===== src/rtl/pixel_splitter.sv =====
// pixel_splitter: unpacks DATA_WIDTH-bit words into PIXEL_WIDTH-bit pixels,
// least-significant pixel first, one pixel per output handshake.
// One word is held in a shift register and one in a skid buffer. This lets a
// new word be accepted while the current one is still draining, so the
// output can run at one pixel per cycle.
module pixel_splitter #(
    parameter int PIXEL_WIDTH   = 8,
    parameter int DATA_WIDTH    = 32,
    parameter int COUNTER_WIDTH = 2
) (
    input  logic                   clock,
    input  logic                   reset,
    input  logic [DATA_WIDTH-1:0]  data,
    input  logic                   data_valid,
    output logic                   data_ready,
    output logic [PIXEL_WIDTH-1:0] pixel,
    output logic                   is_pixel_valid,
    input  logic                   pixel_ready,
    output logic                   is_last
);

    localparam int PIXEL_NUMBER = DATA_WIDTH / PIXEL_WIDTH;
    localparam logic [COUNTER_WIDTH-1:0] LAST_INDEX = COUNTER_WIDTH'(PIXEL_NUMBER - 1);

    // EMPTY: nothing held; ACTIVE: shift register holds a word;
    // FULL: shift register and skid buffer both hold a word.
    typedef enum logic [1:0] {
        ST_EMPTY  = 2'd0,
        ST_ACTIVE = 2'd1,
        ST_FULL   = 2'd2
    } state_t;

    state_t                   r_state;
    state_t                   w_state_next;
    logic [COUNTER_WIDTH-1:0] r_count;
    logic [COUNTER_WIDTH-1:0] w_count_next;
    logic [DATA_WIDTH-1:0]    r_shift;
    logic [DATA_WIDTH-1:0]    w_shift_next;
    logic [DATA_WIDTH-1:0]    r_skid;
    logic [DATA_WIDTH-1:0]    w_skid_next;

    logic                     w_accept;
    logic                     w_take;
    logic                     w_at_last;
    logic [DATA_WIDTH-1:0]    w_shifted;

    // Outputs are gated by reset, so nothing leaks out while a mid-word reset
    // is being applied. Ready depends only on state, never on data_valid.
    assign data_ready     = !reset && (r_state != ST_FULL);
    assign is_pixel_valid = !reset && (r_state != ST_EMPTY);
    assign pixel          = is_pixel_valid ? r_shift[PIXEL_WIDTH-1:0] : '0;
    assign w_at_last      = (r_count == LAST_INDEX);
    assign is_last        = is_pixel_valid && w_at_last;

    assign w_accept  = data_valid && data_ready;
    assign w_take    = is_pixel_valid && pixel_ready;
    assign w_shifted = r_shift >> PIXEL_WIDTH;

    // Next-state, counter and datapath selection for the three occupancy states.
    always_comb begin
        // NOTE: every signal gets a default first, so no path leaves a value
        // unassigned. A missing default would infer a latch.
        w_state_next = r_state;
        w_count_next = r_count;
        w_shift_next = r_shift;
        w_skid_next  = r_skid;

        case (r_state)
            ST_EMPTY: begin
                if (w_accept) begin
                    w_shift_next = data;
                    w_count_next = '0;
                    w_state_next = ST_ACTIVE;
                end
            end

            ST_ACTIVE: begin
                if (w_take && w_at_last) begin
                    w_count_next = '0;
                    if (w_accept) begin
                        // The last pixel leaves as the next word arrives: swap in place.
                        w_shift_next = data;
                    end else begin
                        w_shift_next = '0;
                        w_state_next = ST_EMPTY;
                    end
                end else begin
                    if (w_take) begin
                        w_shift_next = w_shifted;
                        w_count_next = r_count + COUNTER_WIDTH'(1);
                    end
                    if (w_accept) begin
                        w_skid_next  = data;
                        w_state_next = ST_FULL;
                    end
                end
            end

            ST_FULL: begin
                if (w_take) begin
                    if (w_at_last) begin
                        w_shift_next = r_skid;
                        w_count_next = '0;
                        w_state_next = ST_ACTIVE;
                    end else begin
                        w_shift_next = w_shifted;
                        w_count_next = r_count + COUNTER_WIDTH'(1);
                    end
                end
            end

            default: begin
                w_state_next = ST_EMPTY;
                w_count_next = '0;
                w_shift_next = '0;
            end
        endcase
    end

    // State and datapath registers with synchronous reset.
    always_ff @(posedge clock) begin
        // NOTE: sequential state uses non-blocking assignments. All registers
        // then update together from the values seen before the edge.
        if (reset) begin
            r_state <= ST_EMPTY;
            r_count <= '0;
            r_shift <= '0;
            // NOTE: the skid buffer is cleared as well, so a word caught
            // mid-flight by reset can never reappear later.
            r_skid  <= '0;
        end else begin
            r_state <= w_state_next;
            r_count <= w_count_next;
            r_shift <= w_shift_next;
            r_skid  <= w_skid_next;
        end
    end

endmodule


===== config.mk =====
export PLATFORM = sky130hd
export DESIGN_NAME = pixel_splitter
export DESIGN_NICKNAME = d
export VERILOG_FILES = /design/src/rtl/pixel_splitter.sv
export SDC_FILE = /design/constraint.sdc
export NUM_CORES = 1
export LEC_CHECK = 0
export CAP_MARGIN = 30
export CORE_UTILIZATION = 58
export CTS_CLUSTER_SIZE = 20
export DETAILED_ROUTE_END_ITERATION = 10
export HOLD_SLACK_MARGIN = 0.06
export PLACE_DENSITY = 0.94
export RECOVER_POWER = 25
export SYNTH_ARGS = -nofsm -noshare
export SYNTH_HDL_FRONTEND = slang
export SYNTH_SLANG_ARGS = --single-unit
export TNS_END_PERCENT = 10

===== constraint.sdc =====
create_clock -name clock -period 3.5 [get_ports clock]
set_input_delay 0.35 -clock clock [delete_from_list [all_inputs] [get_ports clock]]
set_output_delay 0.35 -clock clock [all_outputs]
set_load 0.01 [all_outputs]

==> summary.txt, run 1 <==
Outcome
  – Status: finished clean

Placement
  – Setup WS pre-CTS: 944 ps
  – Routability cong.: 0.823
  – Number of port buffers: 46
  – Dpl hpwl: 5.16 mm

Finish
  – Antenna cells: 0
  – Post-layout util: 74.2%
  – Layout Area Growth over Synthesis: 21.3%
  – Fin nets: 447
  – Share of cells above drive strength 1: 8.52%
  – Fill cell count: 400

Global routing
  – Gr usage total: 29.4%
  – First-pass GRT wire length: 13.6 mm
  – Initial antenna violation count: 0
  – Grt ovf: 0
  – Number of global-route vias before repair: 2,852
  – Largest net degree at the start of global routing: 33

Drt
  – 1st-pass router iterations: 4
  – WL/cell: 16.7 um
  – Drt first-iter violations: 305
  – Total number of vias: 2,945
  – DRT antenna net count: 0
  – DR vias/cell: 6.12
  – # DRC: 0
  – Total wire length: 8.03 mm

Clock tree
  – CTS buffer count: 9
  – Post-CTS resize count: 0
  – TritonCTS clock tree: built
  – CTS Sinks: 68
  – CTS Root Cell: clkbuf_8
  – Latest clock arrival within the worst-skew pair: 350 ps
  – Clock buffer depth: 2
  – Hold buffer count at cts: 0
  – Clk slew on worst S/H paths: 70 ps
  – H-tree levels: 3
  – Post-CTS Setup Bufs: 0

Yosys
  – Synth Warn #: 0
  – Mean Syn Cell Area: 8.58 sq um
  – Post-synthesis compound-gate area fraction: 28.9%
  – Largest family of logic cells by synthesized area: compound AO/OA/AOI/OAI gates
  – Synth Area in Adders: 2.28%
  – Synth Net Count: 412
  – Main flop type after synthesis: dfxtp_1
  – Cell taking the most area after synthesis: dfxtp_1
  – Number of synthesized flops with an enable pin: 0
  – Yosys top cell area share: 42.8%
  – Post-Synth XOR/XNOR Area: 0.275%
  – Cell Area, Synth: 3180 sq um
  – Cell count after synthesis: 371
  – Netlist cell types: 40
  – Synth Register Bits: 68
  – Asr flop ratio synth: 0%
  – Post-synthesis sequential area ratio: 42.8%
  – Mux contribution to synthesized area: 0%
  – Synth area leaders: dfxtp_1, nand2_1, a21oi_1, a221o_1, o211ai_1
  – Post-Synth Simple-Gate Area: 19.0%

Critical path
  – Reg2Reg Depth: 7
  – Startpoint Class: flop
  – Worst r2r src: r_state[1]$_SDFFE_PP0P_
  – Worst flop-to-flop path endpoint: r_shift[24]$_SDFFE_PP0P_
  – WS Path Type: reg2reg
  – CP Max Fanout: 32
  – R2r setup slk: 710 ps
  – CP required: 3740 ps
  – Crit path DAT: 3030 ps
  – Crit end category: flop

Power and ir drop
  – PwrDens: 559 nW/um^2
  – Clock network fraction of total power: 33.1%
  – Max IR drop VDD: 0.000575 V
  – Net switching power: 0.000634 W
  – Register share of total power: 44.6%
  – Int Pwr: 0.00153 W
  – Switching Fraction: 29.4%
  – Tot Pwr: 0.00216 W
  – Leakage: 1.36 nW
  – Logic pwr share: 22.3%

Timing
  – Final Slew Violations: 0
  – RSZ-0062 raised after global routing: false
  – Final Skew: 6.59 ps
  – Minimum clock period after layout: 2790 ps
  – Final setup viols: 0
  – Slew @ Worst Pin: 727 ps
  – Fmax: 358 MHz
  – Final hold viol count: 0
  – Min setup slack post-route: 710 ps
  – Setup TNS: 0 ps
  – Worst slew margin: 51.5%
  – Final period util: 79.7%

Hold path
  – Hold Path Origin: r_skid[27]$_SDFFE_PP0P_
  – Hold Crit Class: reg2reg
  – Min-Delay Endpoint: r_skid[27]$_SDFFE_PP0P_
  – Hold depth: 2

Job
  – Max-Cap Viols: 0

Die
  – Chip width: 76.1 um
  – Die Y: 76.1 um
  – Area of the core: 5200 sq um
  – Site Rows: 26
  – I/O pins: 47
  – Initial Util: 61.2%
  – DIE AREA: 5790 sq um
-- placed cells by master (no fill, tap or decap), types with 2 or more instances in the layout --
cell type / netlist / final
nor2b_1: 2 / 2
a21oi_1: 59 / 59
dfxtp_1: 68 / 68
a22o_1: 8 / 8
buf_4: 6 / 9
nand2_1: 90 / 90
clkdlybuf4s50_1: 0 / 46
bufinv_16: 0 / 2
a21o_1: 9 / 9
clkbuf_8: 0 / 10
nor2_1: 6 / 6
inv_1: 4 / 4
nand2b_1: 3 / 3
clkbuf_1: 11 / 3
and2_1: 10 / 10
clkbuf_2: 0 / 2
nand3_1: 2 / 2
ha_1: 5 / 5
a221o_1: 24 / 24
o211ai_1: 24 / 24
-- per-stage QoR --
stage                     instance area, sq um  hold WS (ps)  std cells
after floorplan                           3180           437        371
after global placement                    3640           442        464
after detailed placement                  3650           447        465
after CTS                                 3870           458        481
after global routing                      3860           473        481
final                                     3860           456        481
-- final cells by class --
class	count	area, sq um	area share [%]
inverters	4	15.0	0.389
flip-flops and latches	68	1360	35.2
clock buffers	12	145	3.76
multi-input cells	264	1630	42.1
clock inverters	4	72.6	1.88
well taps	70	87.6	2.27
repair buffers	59	557	14.4
-- synth_stat cells, types with 2 or more instances --
cell and number:
nand2_1 90, dfxtp_1 68, a21oi_1 59, a221o_1 24, o211ai_1 24, buf_2 14, clkbuf_1 11, and2_1 10
a21o_1 9, a22o_1 8, buf_4 6, nor2_1 6, ha_1 5, buf_6 4, inv_1 4, nand2b_1 3
nand3_1 2, nor2b_1 2
-- power groups by stage --
| stage | sequential (W) | clock, W | combinational, W |
|---|---|---|---|
| finish | 0.000964 | 0.000715 | 0.000481 |
| global route | 0.000972 | 0.000759 | 0.000523 |
| CTS | 0.000959 | 0.000722 | 0.000482 |
| detailed placement | 0.000975 | 0 | 0.000478 |
| global placement | 0.000970 | 0 | 0.000449 |
| floorplan | 0.000950 | 0 | 0.000351 |
-- sequential cells by signal (all words and copies together) (netlist names) --
register / count
r_shift: 32
r_state: 2
r_skid: 32
r_count: 2
-- metal layers --
| layer | track usage, % | share of wire [%] | routed length (um) | vias up |
|---|---|---|---|---|
| li1 | - | - | - | 1399 |
| met1 | 34.7 | 42 | 3390 | 1406 |
| met2 | 49.9 | 50 | 4000 | 119 |
| met3 | 7.90 | 5.8 | 462 | 21 |
| met4 | 13.3 | 2.2 | 177 | 0 |
| met5 | 0 | 0 | 0 | - |
-- worst max-delay path by stage --
stage / startpoint / endpoint / cells after the start
floorplan: r_state[0]$_SDFFE_PP0P_ / r_shift[10]$_SDFFE_PP0P_ / 8
global placement: pixel_ready / r_shift[9]$_SDFFE_PP0P_ / 6
detailed placement: pixel_ready / r_shift[9]$_SDFFE_PP0P_ / 6
CTS: r_state[0]$_SDFFE_PP0P_ / is_last / 5
global route: reset / is_last / 5
finish: r_state[1]$_SDFFE_PP0P_ / r_shift[24]$_SDFFE_PP0P_ / 7
-- cell families (layout without fill, tap and decap cells) --
family	Yosys count	after routing
adder cells (fa/ha/maj)	6	6
buffers and inverters	39	79
flip-flops	68	68
AO/OA/AOI/OAI	131	131
XOR/XNOR	1	1
AND/OR/NAND/NOR	126	126
-- critical path, cell delays in order, from the launching register on --
cell and delay (ps):
dfxtp_1 390, inv_1 100, ha_1 440, nor3b_1 610, o32ai_4 170, clkbuf_2 470, a22o_1 340, a21o_1 160
Power figures use the tool's default switching activity.
==> run 2: changes to the inputs <==
--- a/config.mk
+++ b/config.mk
@@ -6,11 +6,11 @@
 export NUM_CORES = 1
 export LEC_CHECK = 0
 export CAP_MARGIN = 30
-export CORE_UTILIZATION = 58
+export CORE_UTILIZATION = 54
 export CTS_CLUSTER_SIZE = 20
 export DETAILED_ROUTE_END_ITERATION = 10
 export HOLD_SLACK_MARGIN = 0.06
-export PLACE_DENSITY = 0.94
+export PLACE_DENSITY = 0.89
 export RECOVER_POWER = 25
 export SYNTH_ARGS = -nofsm -noshare
 export SYNTH_HDL_FRONTEND = slang
==> constraint.sdc (replaced) <==
create_clock -name clock -period 2.9 [get_ports clock]
set_input_delay 0.29 -clock clock [delete_from_list [all_inputs] [get_ports clock]]
set_output_delay 0.29 -clock clock [all_outputs]
set_load 0.01 [all_outputs]
==> summary.txt, run 2 (synthesis results as in run 1) <==
Die
  – Die Y: 78.8 um
  – I/O pins: 47
  – Area of the core: 5610 sq um
  – Initial Util: 56.8%
  – Site Rows: 27
  – Chip width: 78.8 um
  – DIE AREA: 6210 sq um

Global routing
  – Number of global-route vias before repair: 2,807
  – Largest net degree at the start of global routing: 33
  – Initial antenna violation count: 0
  – Grt ovf: 0
  – Gr usage total: 28.1%
  – First-pass GRT wire length: 13.5 mm

Timing
  – RSZ-0062 raised after global routing: false
  – Minimum clock period after layout: 2650 ps
  – Setup TNS: 0 ps
  – Final hold viol count: 0
  – Final Skew: 6.23 ps
  – Slew @ Worst Pin: 715 ps
  – Final period util: 91.2%
  – Final Slew Violations: 0
  – Worst slew margin: 52.3%
  – Min setup slack post-route: 254 ps
  – Fmax: 378 MHz
  – Final setup viols: 0

Drt
  – WL/cell: 16.9 um
  – DR vias/cell: 6.02
  – DRT antenna net count: 0
  – 1st-pass router iterations: 6
  – Drt first-iter violations: 262
  – Total wire length: 8.14 mm
  – # DRC: 0
  – Total number of vias: 2,903

Finish
  – Post-layout util: 68.9%
  – Commonest non-fill, non-tap cell in the layout: nand2_1
  – Layout Area Growth over Synthesis: 21.4%
  – Share of cells above drive strength 1: 8.78%
  – Commonest non-fill, non-tap cells in the layout: nand2_1, dfxtp_1, a21oi_1, clkdlybuf4s50_1
  – Antenna cells: 0
  – Top flop regs: r_shift: 32 flops, r_skid: 32 flops
  – Fin nets: 446

Job
  – Max-Cap Viols: 0

Critical path
  – Worst flop-to-flop path endpoint: r_shift[27]$_SDFFE_PP0P_
  – R2r setup slk: 250 ps
  – CP Max Fanout: 32
  – Worst r2r src: r_state[0]$_SDFFE_PP0P_
  – Crit end category: flop
  – Critical path endpoint: r_shift[27]$_SDFFE_PP0P_
  – CP required: 3130 ps
  – Startpoint Class: flop
  – WS Path Type: reg2reg
  – Reg2Reg Depth: 7
  – Crit path DAT: 2880 ps
  – Critical Path Source: r_state[0]$_SDFFE_PP0P_

Power and ir drop
  – PwrDens: 668 nW/um^2
  – Leakage: 1.37 nW
  – Max IR drop VDD: 0.000484 V

Outcome
  – Status: finished clean

Clock tree
  – Hold buffer count at cts: 0
  – Clock buffer depth: 2
  – TritonCTS clock tree: built
  – Clk slew on worst S/H paths: 70 ps
  – CTS Root Cell: clkbuf_8
  – CTS buffer count: 9
  – CTS Sinks: 68
  – Post-CTS resize count: 0
  – Post-CTS Setup Bufs: 0
  – Latest clock arrival within the worst-skew pair: 340 ps
  – H-tree levels: 3

Hold path
  – Hold depth: 2
  – Hold Crit Class: reg2reg

Placement
  – Setup WS pre-CTS: 545 ps
  – Dpl hpwl: 5.16 mm
  – Number of port buffers: 46
  – Routability cong.: 0.879
run 2: worst min path at each step:
stage | startpoint | endpoint | slack (ps)
finish | r_skid[18]$_SDFFE_PP0P_ | r_skid[18]$_SDFFE_PP0P_ | 460
global route | r_skid[26]$_SDFFE_PP0P_ | r_skid[26]$_SDFFE_PP0P_ | 480
CTS | r_skid[17]$_SDFFE_PP0P_ | r_skid[17]$_SDFFE_PP0P_ | 460
detailed placement | r_skid[20]$_SDFFE_PP0P_ | r_skid[20]$_SDFFE_PP0P_ | 450
global placement | r_skid[2]$_SDFFE_PP0P_ | r_skid[2]$_SDFFE_PP0P_ | 440
floorplan | data[24] | r_shift[24]$_SDFFE_PP0P_ | 400
run 2: report_power, final:
group	leakage, nW	switching (W)	internal, W	total [W]
combinational	0.700	0.000323	0.000262	0.000585
sequential	0.555	0.0000878	0.00108	0.00116
clock	0.112	0.000344	0.000490	0.000833
total	1.37	0.000754	0.00183	0.00258
run 2: worst max-delay path: stages, from the launching register on:
cell      delay [ps]
dfxtp_1          390
inv_1             80
ha_1             340
nor3b_1          580
o32ai_4          180
clkbuf_2         470
a22o_1           330
a21o_1           150
run 2: through the flow:
step | instances | instance area, sq um | hold WS [ps] | power [W]
5_1_grt | 482 | 3860 | 484 | 0.00270
4_1_cts | 482 | 3880 | 458 | 0.00258
3_3_place_gp | 466 | 3650 | 442 | 0.00173
2_1_floorplan | 371 | 3180 | 400 | 0.00157
3_5_place_dp | 466 | 3650 | 448 | 0.00176
6_report | 482 | 3860 | 456 | 0.00258
run 2: layout make-up:
cell class | instances | area, sq um
Clock buffer | 13 | 179
Clock inverter | 3 | 42.5
Fill cell | 467 | 1740
Inverter | 4 | 15.0
Multi-Input combinational cell | 264 | 1620
Sequential cell | 68 | 1360
Tap cell | 72 | 90.1
Timing Repair Buffer | 58 | 556
run 2: layer usage:
metal	global-route usage [%]	routed length (um)	share of wire (%)	vias up
li1	-	-	-	1396
met1	33.9	3460	42	1358
met2	46.9	4020	49	136
met3	8.39	525	6.4	13
met4	10.7	142	1.7	0
met5	0	0	0	-
